## config.mk

```make
export PLATFORM = sky130hd
export DESIGN_NAME = shift_sub_divider_flat
export DESIGN_NICKNAME = d
export VERILOG_FILES = /design/src/rtl/shift_sub_divider_if.sv /design/src/rtl/shift_sub_divider.sv /design/src/flat_wrapper.sv
export SDC_FILE = /design/constraint.sdc
export NUM_CORES = 1
export LEC_CHECK = 0
export CAP_MARGIN = 20
export CORE_ASPECT_RATIO = 0.5
export CORE_MARGIN = 5
export CORE_UTILIZATION = 35
export DETAILED_ROUTE_END_ITERATION = 6
export HOLD_SLACK_MARGIN = 0.12
export REMOVE_ABC_BUFFERS = 1
export SKIP_LAST_GASP = 1
export SLEW_MARGIN = 10
export SYNTH_ARGS = -nofsm -noshare
export SYNTH_HDL_FRONTEND = slang
export SYNTH_SLANG_ARGS = --single-unit
```

## constraint.sdc

```tcl
create_clock -name clk -period 4.4 [get_ports clk]
set_clock_uncertainty 0.15 [all_clocks]
set_input_delay 0.44 -clock clk [delete_from_list [all_inputs] [get_ports clk]]
set_output_delay 0.44 -clock clk [all_outputs]
set_load 0.02 [all_outputs]
```

## src/rtl/shift_sub_divider_if.sv

```systemverilog
// Operand/result bundle for shift_sub_divider.
// The slave side is the divider and the master side is the requester.
interface shift_sub_divider_if #(
  parameter int unsigned N = 8
);
  logic         start;
  logic [N-1:0] dividend;
  logic [N-1:0] divisor;
  logic [N-1:0] quotient;
  logic [N-1:0] remainder;
  logic         busy;
  logic         done;
  logic         div_by_zero;

  modport master (
    output start, dividend, divisor,
    input  quotient, remainder, busy, done, div_by_zero
  );

  modport slave (
    input  start, dividend, divisor,
    output quotient, remainder, busy, done, div_by_zero
  );
endinterface

```

## src/rtl/shift_sub_divider.sv

```systemverilog
// Sequential restoring unsigned divider that produces one quotient bit per clock.
// The result appears N+1 edges after start is accepted, or 1 edge after start when dividing by zero.
module shift_sub_divider #(
  parameter int unsigned N = 8
) (
  input logic                 clk,
  input logic                 rst,
  shift_sub_divider_if.slave  bus
);
  localparam int unsigned CW = $clog2(N + 1);

  typedef enum logic [1:0] {IDLE, CALC, FINISH} state_t;

  state_t         state_q;
  logic [N-1:0]   q_q;
  logic [N-1:0]   m_q;
  logic [N-1:0]   r_q;
  logic [CW-1:0]  cnt_q;
  logic [N-1:0]   quot_q;
  logic [N-1:0]   rem_q;
  logic           busy_q;
  logic           done_q;
  logic           dz_q;

  logic [N:0]     trial_d;
  logic [N:0]     diff_d;

  // R < M always holds, so R fits in N bits. Only the trial value needs the extra bit.
  always_comb begin
    trial_d = {r_q, q_q[N-1]};
    diff_d  = trial_d - {1'b0, m_q};
  end

  always_ff @(posedge clk) begin
    if (rst) begin
      state_q <= IDLE;
      q_q     <= '0;
      m_q     <= '0;
      r_q     <= '0;
      cnt_q   <= '0;
      quot_q  <= '0;
      rem_q   <= '0;
      busy_q  <= 1'b0;
      done_q  <= 1'b0;
      dz_q    <= 1'b0;
    end else begin
      case (state_q)
        IDLE: begin
          if (bus.start) begin
            q_q     <= bus.dividend;
            m_q     <= bus.divisor;
            r_q     <= '0;
            cnt_q   <= CW'(N);
            busy_q  <= 1'b1;
            done_q  <= 1'b0;
            dz_q    <= 1'b0;
            state_q <= (bus.divisor == '0) ? FINISH : CALC;
          end
        end
        CALC: begin
          if (!diff_d[N]) begin
            r_q <= diff_d[N-1:0];
            q_q <= {q_q[N-2:0], 1'b1};
          end else begin
            r_q <= trial_d[N-1:0];
            q_q <= {q_q[N-2:0], 1'b0};
          end
          cnt_q <= cnt_q - CW'(1);
          if (cnt_q == CW'(1)) state_q <= FINISH;
        end
        FINISH: begin
          busy_q  <= 1'b0;
          done_q  <= 1'b1;
          state_q <= IDLE;
          // On the zero-divisor path CALC is skipped, so Q still holds the dividend.
          if (m_q == '0) begin
            quot_q <= '1;
            rem_q  <= q_q;
            dz_q   <= 1'b1;
          end else begin
            quot_q <= q_q;
            rem_q  <= r_q;
          end
        end
        default: state_q <= IDLE;
      endcase
    end
  end

  assign bus.quotient    = quot_q;
  assign bus.remainder   = rem_q;
  assign bus.busy        = busy_q;
  assign bus.done        = done_q;
  assign bus.div_by_zero = dz_q;
endmodule
```

## src/flat_wrapper.sv

```systemverilog
// flat-port wrapper written by rule: the top's interface ports become plain ports
module shift_sub_divider_flat 
#(
  parameter int unsigned N = 8
)
  (clk, rst, bus_start, bus_dividend, bus_divisor, bus_quotient, bus_remainder, bus_busy, bus_done, bus_div_by_zero);
  shift_sub_divider_if #(.N(N)) bus_i ();
  input logic clk;
  input logic rst;
  input wire logic [$bits(bus_i.start)-1:0] bus_start;
  input wire logic [$bits(bus_i.dividend)-1:0] bus_dividend;
  input wire logic [$bits(bus_i.divisor)-1:0] bus_divisor;
  output wire logic [$bits(bus_i.quotient)-1:0] bus_quotient;
  output wire logic [$bits(bus_i.remainder)-1:0] bus_remainder;
  output wire logic [$bits(bus_i.busy)-1:0] bus_busy;
  output wire logic [$bits(bus_i.done)-1:0] bus_done;
  output wire logic [$bits(bus_i.div_by_zero)-1:0] bus_div_by_zero;
  assign bus_i.start = bus_start;
  assign bus_i.dividend = bus_dividend;
  assign bus_i.divisor = bus_divisor;
  assign bus_quotient = bus_i.quotient;
  assign bus_remainder = bus_i.remainder;
  assign bus_busy = bus_i.busy;
  assign bus_done = bus_i.done;
  assign bus_div_by_zero = bus_i.div_by_zero;
  shift_sub_divider #(.N(N)) u_core (.clk(clk), .rst(rst), .bus(bus_i));
endmodule
```

==> reports/summary.md, run 1 <==
- share of the synthesized area in the top cell type: 41.64%
- fin. max-slew vios: 0
- Worst-path clk slew: 0.06 ns
- total number of vias: 2,062
- FP Rows: 21
- Die Span Y: 68.02 um
- final routed DRC violation total: 0
- Switching Power: 0.3868 mW
- # resized after CTS: 0
- Clock Root Buffer: clkbuf_16
- kind of capture point of the worst setup path: flip-flop
- Remaining Overflow, GRT: 0
- Area after DPL: 2806 sq um
- most repeated cell in the gate-level netlist after synthesis: nor2_1
- total count of hold-check failures in the final report: 0
- Max Cap Viol: 0
- transition at the pin with the smallest max-transition slack: 0.9635 ns
- highest achievable clock rate: 394.8 MHz
- H-tree level count: 2
- final instance area: 2954 sq um
- share of power burned in the clock network: 29.9%
- Post-Route Setup TNS: 0 ns
- leading post-synthesis cells by instance count: nor2_1, dfxtp_1, nand2_1
- first-iteration detailed-routing DRC count: 174
- later-pin clock latency in the skew report: 0.28 ns
- headroom to the max-slew limit: 35.77%
- Startpoint Class: flip-flop
- CTS tree: done
- Tightest Hold Check Type: reg2reg
- Final Wtd Congestion: 0.8230
- final setup violation count: 0
- count of synthesis-stage warnings from yosys: 0
- number of iterations in the first detailed-routing pass: 4
- number of antenna violations at the first check in global routing: 0
- combinational cell fraction of total power: 28.5%
- WHS: 0.3191 ns
- detailed placement HPWL: 4.202 mm
- Post CTS Setup Buffer Count: 0
- portion of the clock cycle consumed by the worst path in the final layout: 57.57%
- mapped cell area: 2356 sq um
- EDFF count, synth: 0
- Placed Instances: 401
- final layout net count: 347
- number of ports placed on the die boundary: 38
- maximum number of pins on one net before global-route repair: 28
- Synth async-reset ratio: 0%
- PnR Total Power: 1.238 mW
- overall routing resource usage: 13.62%
- sw frac: 31.23%
- RSZ-0062 raised after global routing: false
- post-synthesis area per instance: 8.325 sq um
- antenna cell count: 0
- placeable core region: 6621 sq um
- leakage power of the design: 1.100 nW
- post-synthesis instance total: 283
- number of filler cells placed in the layout: 676
- synthesis-stage register bit count: 49
- final WL: 5.653 mm
- number of distinct library cells after synthesis: 38
- Port Buffer Count: 37
- Internal Power: 0.8517 mW
- share of total power in sequential cells: 41.6%
- number of global-route vias before repair: 1,992
- residual antenna-violating net count after detailed routing: 0
- Min Clock Period, post-route: 2.533 ns
- effective utilization at floorplan: 35.58%
- worst endpoint required time: 4.41 ns
- number of buffers on the longest clock path: 2
- total clock buffers created by CTS: 5
- clock net sink count: 49
- average vias per placed instance: 5.029
- top post-synthesis cells by area: dfxtp_1, nor2_1, ha_1
- hold-fix buffers at CTS: 0
- critical path arrival: 2.54 ns
- layout cell share with drive strength beyond 1: 4.403%
- Peak supply drop: 0.1601 mV
- worst-path fanout max: 10
- pwr dens: 419.2 nW/um^2
- die area: 8572 sq um
- Top FF cell, synth: dfxtp_1
- Layout area overhead: 25.38%
- first-pass GRT wire length: 9.508 mm
- kind of critical path: reg2reg
- post-route insts no fill: 410
- cell type with the highest aggregate area in the netlist: dfxtp_1
- mean routed wirelength per cell: 13.79 um
- share of the yosys chip area belonging to registers: 41.64%
- horizontal die dimension: 126.0 um
- result of the run: finished clean
## through the flow
| step | setup WS (ns) | util (%) |
|---|---|---|
| 5_1_grt | 1.680 | 44.61 |
| 3_3_place_gp | 1.716 | 42.38 |
| 6_report | 1.867 | 44.61 |
| 2_1_floorplan | 2.147 | - |
| 3_5_place_dp | 1.647 | 42.38 |
| 4_1_cts | 1.869 | 44.50 |
## cell families after synthesis
| logic type | Yosys count | share of synthesized area (%) |
|---|---|---|
| muxes | 12 | 5.098 |
| adders and majority gates | 11 | 6.160 |
| DFF | 49 | 41.64 |
| and+or+nand+nor | 114 | 21.67 |
| buffers and inverters | 27 | 4.354 |
| xor gates and xnor gates | 8 | 3.771 |
| AOI/OAI and AO/OA | 62 | 17.31 |
## worst paths after layout
kind / start / to / slack [ns] / depth (start not counted)
worst max-delay path: u_core.q_q[7]$_SDFFE_PP0P_ / u_core.r_q[3]$_SDFFE_PP0P_ / 1.87 / 9
worst min-delay path: u_core.bus.div_by_zero$_SDFFE_PP0P_ / u_core.bus.div_by_zero$_SDFFE_PP0P_ / 0.32 / 2
worst max register to register: u_core.q_q[7]$_SDFFE_PP0P_ / u_core.r_q[3]$_SDFFE_PP0P_ / 1.87 / 9
worst min register to register: u_core.bus.div_by_zero$_SDFFE_PP0P_ / u_core.bus.div_by_zero$_SDFFE_PP0P_ / 0.32 / 2
## cells in the final DEF, fill, tap and decap left out, drive strengths merged, types with 2 or more instances in the layout
cell and count:
a22o 2, o21ai 14, ha 10, clkdlybuf4s50 37
a31oi 3, buf 3, nor4 7, a21oi 17
a21o 2, nand2 27, nor3 16, xnor2 4
clkbuf 7, a311oi 9, mux2i 12, o21a 3
dfxtp 49, nor2b 3, nor2 52, or3 4
a211oi 7, inv 14, xor2 4
## cell type report
| class | instances | area [sq um] | share of cell area [%] |
|---|---|---|---|
| clock buffer | 7 | 132.6 | 4.490 |
| timing repair buffer | 40 | 392.9 | 13.30 |
| tap | 92 | 115.1 | 3.897 |
| sequential | 49 | 980.9 | 33.21 |
| inverter | 14 | 52.55 | 1.779 |
| multi-input combinational | 207 | 1272 | 43.08 |
| clock inverter | 1 | 7.507 | 0.2541 |
## layer usage
layer / part of all wire (%) / wire length, um / global-route usage [%] / up-vias
li1: - / - / - / 1061
met4: 1.6 / 93 / 5.214 / 0
met1: 49 / 2783 / 17.38 / 959
met2: 46 / 2594 / 23.02 / 32
met3: 3.2 / 181 / 2.962 / 10
met5: 0 / 0 / 0 / -
## state kept, by name, indices dropped and copies added, names as in the netlist
register	cells
u_core.cnt_q	4
u_core.bus.remainder	8
u_core.state_q	2
u_core.bus.div_by_zero	1
u_core.bus.quotient	8
u_core.q_q	8
u_core.r_q	8
u_core.m_q	8
u_core.bus.busy	1
u_core.bus.done	1
## critical path: stages (launching register included)
cell      delay, ns
dfxtp_1        0.36
inv_1          0.09
ha_1           0.21
fa_1           0.41
nor2b_1        0.24
o21bai_1       0.12
a21oi_2        0.24
xnor2_4        0.24
mux2i_1        0.26
o21ai_0        0.09
## power groups by stage
stage          clock, mW  sequential [mW]  combinational (mW)
2_1_floorplan          0            0.526               0.248
3_3_place_gp           0            0.523               0.343
3_5_place_dp           0            0.525               0.353
4_1_cts            0.381            0.515               0.354
5_1_grt            0.397            0.521               0.391
6_report           0.370            0.516               0.352
Note: power is estimated with default switching activity, not from simulation.
==> run 2, diff against run 1 <==
- clock period: 4.4 -> 2.5 ns (I/O delays scaled with it)
==> run 2 against run 1 <==
Compared with the run above:
- core utilization grew 1.1 points
- clock power grew 71%
- via count grew 1.3%
- sequential share of layout area shrank 0.82 points
- clock-buffer cell count shrank 2
- critical path depth shrank 1
- final area grew 2.5%
- power grew 81%
- cell count grew 1.2%
- sequential power grew 76%
- sequential cell count is the same
- first-iteration DRC count shrank 24%
==> reports/summary.md, run 2 (synthesized netlist as in run 1, its figures left out) <==
- result of the run: finished clean
- residual antenna-violating net count after detailed routing: 0
- Min Clock Period, post-route: 2.385 ns
- antenna cell count: 0
- Max Cap Viol: 0
- highest achievable clock rate: 419.2 MHz
- final layout net count: 354
- R2R Setup Slk: 0.11 ns
- Layout area overhead: 28.57%
- detailed placement HPWL: 4.350 mm
- die area: 8572 sq um
- Clock Root Buffer: clkbuf_16
- most common library cell in the layout ignoring fill and taps: nor2_1
- clock net sink count: 49
- first-iteration detailed-routing DRC count: 133
- overall routing resource usage: 14.62%
- Post CTS Setup Buffer Count: 0
- number of antenna violations at the first check in global routing: 0
- maximum number of pins on one net before global-route repair: 28
- Die Span Y: 68.02 um
- worst endpoint required time: 2.53 ns
- top cell family by delay on the critical path: simple AND/OR/NAND/NOR gates
- portion of the clock cycle consumed by the worst path in the final layout: 95.42%
- H-tree level count: 2
- average vias per placed instance: 5.031
- headroom to the max-slew limit: 58.76%
- Tightest Hold Check Type: reg2reg
- number of buffers on the longest clock path: 2
- end of the worst register-to-register path: u_core.r_q[1]$_SDFFE_PP0P_
- crit path launch: u_core.m_q[5]$_SDFFE_PP0P_
- effective utilization at floorplan: 35.58%
- mean routed wirelength per cell: 14.21 um
- CTS tree: done
- placeable core region: 6621 sq um
- longest individual stage delay on the worst path: 0.56 ns
- critical path arrival: 2.41 ns
- kind of capture point of the worst setup path: flip-flop
- number of iterations in the first detailed-routing pass: 4
- leakage power of the design: 1.137 nW
- worst-case setup margin in the final layout: 0.1146 ns
- kind of critical path: reg2reg
- total clock buffers created by CTS: 5
- Port Buffer Count: 37
- Peak supply drop: 0.2640 mV
- pwr dens: 738.7 nW/um^2
- number of ports placed on the die boundary: 38
- later-pin clock latency in the skew report: 0.29 ns
- Startpoint Class: flip-flop
- slowest CP cell: or4_1
- total number of vias: 2,088
- layout cell share with drive strength beyond 1: 7.121%
- FP Rows: 21
- total count of hold-check failures in the final report: 0
- final setup violation count: 0
- origin of the worst min-delay path: u_core.bus.div_by_zero$_SDFFE_PP0P_
- Final Wtd Congestion: 0.7978
- worst-path fanout max: 5
- top library cells by usage in the layout, fill and taps aside: nor2_1, dfxtp_1, clkdlybuf4s50_1
- Remaining Overflow, GRT: 0
- Post-Place Setup Slack: 0.1135 ns
- final routed DRC violation total: 0
- horizontal die dimension: 126.0 um
- number of global-route vias before repair: 2,073
- Worst path depth: 8
- transition at the pin with the smallest max-transition slack: 0.6121 ns
- RR Startpoint: u_core.m_q[5]$_SDFFE_PP0P_
- fin. max-slew vios: 0
- final WL: 5.899 mm
- R2R cell count: 8
- crit path capture: u_core.r_q[1]$_SDFFE_PP0P_
- Bufs and invs on worst path: 1
- Worst-path clk slew: 0.06 ns
- first-pass GRT wire length: 9.984 mm
- critical path cell sequence: inv_1, ha_1, or4_1, o21ai_2, a21oi_4, xnor2_4, mux2i_1, a22o_1
- PnR Total Power: 2.238 mW
[run 2: layer usage]
layer,global-route usage (%),wire [um]
met1,18.92,2795
met2,24.80,2794
met3,2.884,251
met4,5.214,57
met5,0,0
[run 2: worst register-to-register path, cell delays in order, from the launching register on]
cell	delay [ns]
dfxtp_1	0.33
inv_1	0.06
ha_1	0.34
or4_1	0.56
o21ai_2	0.10
a21oi_4	0.09
xnor2_4	0.32
mux2i_1	0.12
a22o_1	0.21
[run 2: how the worst min path moves through the flow]
stage,depth (start not counted),slack (ns),to
after floorplan,1,0.17,u_core.bus.div_by_zero$_SDFFE_PP0P_
after global placement,2,0.31,u_core.bus.div_by_zero$_SDFFE_PP0P_
after detailed placement,2,0.31,u_core.bus.div_by_zero$_SDFFE_PP0P_
after CTS,2,0.32,u_core.bus.div_by_zero$_SDFFE_PP0P_
after global routing,2,0.36,u_core.bus.div_by_zero$_SDFFE_PP0P_
final,2,0.32,u_core.bus.div_by_zero$_SDFFE_PP0P_
[run 2: power breakdown]
| group | switching [mW] | internal, mW | total (mW) |
|---|---|---|---|
| Combinational | 0.368 | 0.329 | 0.697 |
| Sequential | 0.0639 | 0.846 | 0.909 |
| Clock | 0.273 | 0.358 | 0.631 |
| Total | 0.705 | 1.53 | 2.24 |
[run 2: layout make-up]
| type | instances | area (sq um) |
|---|---|---|
| clock inverters | 1 | 5.005 |
| repair buffers | 46 | 437.9 |
| clock buffers | 5 | 125.1 |
| inverters | 14 | 52.55 |
| fillers | 657 | 3592 |
| flip-flops and latches | 49 | 980.9 |
| well taps | 92 | 115.1 |
| multi-input cells | 208 | 1313 |
[run 2: metrics by stage]
stage / setup TNS, ns / cells / utilization [%] / cell area (sq um) / hold WS (ns)
finish: 0 / 415 / 45.75 / 3029 / 0.3184
global route: -0.002909 / 415 / 45.75 / 3029 / 0.3640
CTS: 0 / 414 / 45.14 / 2989 / 0.3221
detailed placement: 0 / 408 / 43.18 / 2859 / 0.3113
global placement: 0 / 408 / 43.18 / 2859 / 0.3107
floorplan: 0 / 270 / - / 2306 / 0.1691
[run 2: what timing repair did]
item	in CTS	in global routing
resized for setup	0	4
endpoints found under the setup margin	0	7
hold buffers	0	0
==> run 3, diff against run 2 <==
- CELL_PAD_IN_SITES_DETAIL_PLACEMENT: not set -> 0
- CELL_PAD_IN_SITES_GLOBAL_PLACEMENT: not set -> 2
- CORE_ASPECT_RATIO: 0.5 -> 2
- CORE_UTILIZATION: 35 -> 31
- PLACE_DENSITY_LB_ADDON: not set -> 0.1
==> run 3 against run 2 <==
Compared with the run above:
- final area increased by 2.3%
- routed wire length increased by 5.8%
- power increased by 6.2%
- hold slack improved by 0.017 ns
- register-to-register slack about the same
- sequential cell count unchanged
- first-iteration DRC count decreased by 32%
- via count decreased by 1.0%
- critical path type unchanged
- largest power group unchanged
==> reports/summary.md, run 3 (synthesized netlist as in run 1, its figures left out) <==
- result of the run: finished clean
- maximum number of pins on one net before global-route repair: 19
- antenna cell count: 0
- Max Cap Viol: 0
- detailed placement HPWL: 4.760 mm
- final WL: 6.240 mm
- Port Buffer Count: 37
- H-tree level count: 2
- Worst-path clk slew: 0.06 ns
- clock net sink count: 49
- worst-case setup margin in the final layout: 0.1226 ns
- most common library cell in the layout ignoring fill and taps: nor2_1
- Startpoint Class: flip-flop
- portion of the clock cycle consumed by the worst path in the final layout: 95.10%
- highest achievable clock rate: 420.6 MHz
- crit path capture: u_core.r_q[5]$_SDFFE_PP0P_
- number of global-route vias before repair: 2,117
- final setup violation count: 0
- worst endpoint required time: 2.52 ns
- effective utilization at floorplan: 31.46%
- Layout area overhead: 31.49%
- number of buffers on the longest clock path: 2
- Clock Root Buffer: clkbuf_16
- slowest CP cell: dfxtp_1
- longest individual stage delay on the worst path: 0.36 ns
- top library cells by usage in the layout, fill and taps aside: nor2_1, dfxtp_1, clkdlybuf4s50_1
- residual antenna-violating net count after detailed routing: 0
- layout cell share with drive strength beyond 1: 10.21%
- Worst path depth: 10
- number of ports placed on the die boundary: 38
- Remaining Overflow, GRT: 0
- crit path launch: u_core.q_q[7]$_SDFFE_PP0P_
- average vias per placed instance: 4.841
- first-iteration detailed-routing DRC count: 91
- final routed DRC violation total: 0
- number of antenna violations at the first check in global routing: 0
- fin. max-slew vios: 0
- critical path cell sequence: inv_1, ha_1, fa_2, nor2b_2, o21bai_1, a21oi_2, xnor2_4, buf_4, mux2i_1, o21ai_0
- worst-path fanout max: 5
- FP Rows: 45
- later-pin clock latency in the skew report: 0.29 ns
- Final Wtd Congestion: 0.7473
- R2R cell count: 10
- RR Startpoint: u_core.q_q[7]$_SDFFE_PP0P_
- Tightest Hold Check Type: reg2reg
- pwr dens: 767.0 nW/um^2
- hold-fix buffers at CTS: 0
- R2R Setup Slk: 0.12 ns
- Min Clock Period, post-route: 2.377 ns
- kind of critical path: reg2reg
- top cell family by delay on the critical path: adder cells
- overall routing resource usage: 13.82%
- Bufs and invs on worst path: 2
- total count of hold-check failures in the final report: 0
- PnR Total Power: 2.376 mW
- critical path arrival: 2.39 ns
- CTS tree: done
- placeable core region: 7488 sq um
- total number of vias: 2,067
- headroom to the max-slew limit: 61.40%
- first-pass GRT wire length: 10.46 mm
- transition at the pin with the smallest max-transition slack: 0.5769 ns
- kind of capture point of the worst setup path: flip-flop
- horizontal die dimension: 71.65 um
- number of iterations in the first detailed-routing pass: 4
- mean routed wirelength per cell: 14.61 um
- final instance area: 3098 sq um
- Area after DPL: 2887 sq um
- Post-Place Setup Slack: 0.09343 ns
- die area: 9550 sq um
- end of the worst register-to-register path: u_core.r_q[5]$_SDFFE_PP0P_
- leakage power of the design: 1.188 nW
- final layout net count: 362
- total clock buffers created by CTS: 5
- Die Span Y: 133.3 um
- Peak supply drop: 0.3761 mV
## run 3: power by group
group / internal [mW] / switching [mW] / total, mW
sequential: 0.845 / 0.0607 / 0.906
combinational: 0.384 / 0.376 / 0.759
clock: 0.424 / 0.287 / 0.711
total: 1.65 / 0.723 / 2.38
## run 3: routing by layer
layer	part of all wire (%)	vias to the layer above	wire [um]	GRT usage, %
met5	0	-	0	0
met1	45	940	2831	17.33
met2	49	33	3062	22.44
met4	1.8	0	114	5.649
li1	-	1087	-	-
met3	3.7	7	232	3.172
## run 3: final cells by class
cell class,count,area (sq um)
clock buffers,7,152.6
clock inverters,1,5.005
fillers,773,4390
inverters,14,52.55
multi-input cells,207,1280
flip-flops and latches,49,980.9
well taps,94,117.6
repair buffers,55,509.2
## run 3: worst reg2reg max path: cells and delay by family, from the launching register on
kind	cells	cell delay, ns
AOI/OAI and AO/OA	3	0.43
xor gates and xnor gates	1	0.18
adders and majority gates	2	0.57
buffers and inverters	2	0.25
DFF	1	0.36
muxes	1	0.18
and+or+nand+nor	1	0.13
## run 3: stage by stage
step / hold WS (ns) / utilization [%] / setup TNS, ns / cells
after floorplan: 0.1691 / - / 0 / 270
after CTS: 0.3415 / 40.65 / 0 / 421
after global routing: 0.3663 / 41.37 / -0.002058 / 427
after global placement: 0.3094 / 38.55 / 0 / 413
final: 0.3358 / 41.37 / 0 / 427
after detailed placement: 0.3293 / 38.55 / 0 / 413
## run 3: repair_timing
item	4_1_cts	5_1_grt
resized for setup	0	5
endpoints found under the hold margin	0	0
setup endpoints to repair	0	8
setup buffers	0	6
## run 3: how the worst min path moves through the flow
| stage | start | endpoint | slack, ns | cells past startpoint |
|---|---|---|---|---|
| 6_report | u_core.bus.div_by_zero$_SDFFE_PP0P_ | u_core.bus.div_by_zero$_SDFFE_PP0P_ | 0.34 | 2 |
| 5_1_grt | u_core.bus.div_by_zero$_SDFFE_PP0P_ | u_core.bus.div_by_zero$_SDFFE_PP0P_ | 0.37 | 2 |
| 4_1_cts | u_core.bus.div_by_zero$_SDFFE_PP0P_ | u_core.bus.div_by_zero$_SDFFE_PP0P_ | 0.34 | 2 |
| 3_5_place_dp | u_core.bus.div_by_zero$_SDFFE_PP0P_ | u_core.bus.div_by_zero$_SDFFE_PP0P_ | 0.33 | 2 |
| 3_3_place_gp | u_core.bus.div_by_zero$_SDFFE_PP0P_ | u_core.bus.div_by_zero$_SDFFE_PP0P_ | 0.31 | 2 |
| 2_1_floorplan | rst | u_core.bus.div_by_zero$_SDFFE_PP0P_ | 0.17 | 1 |
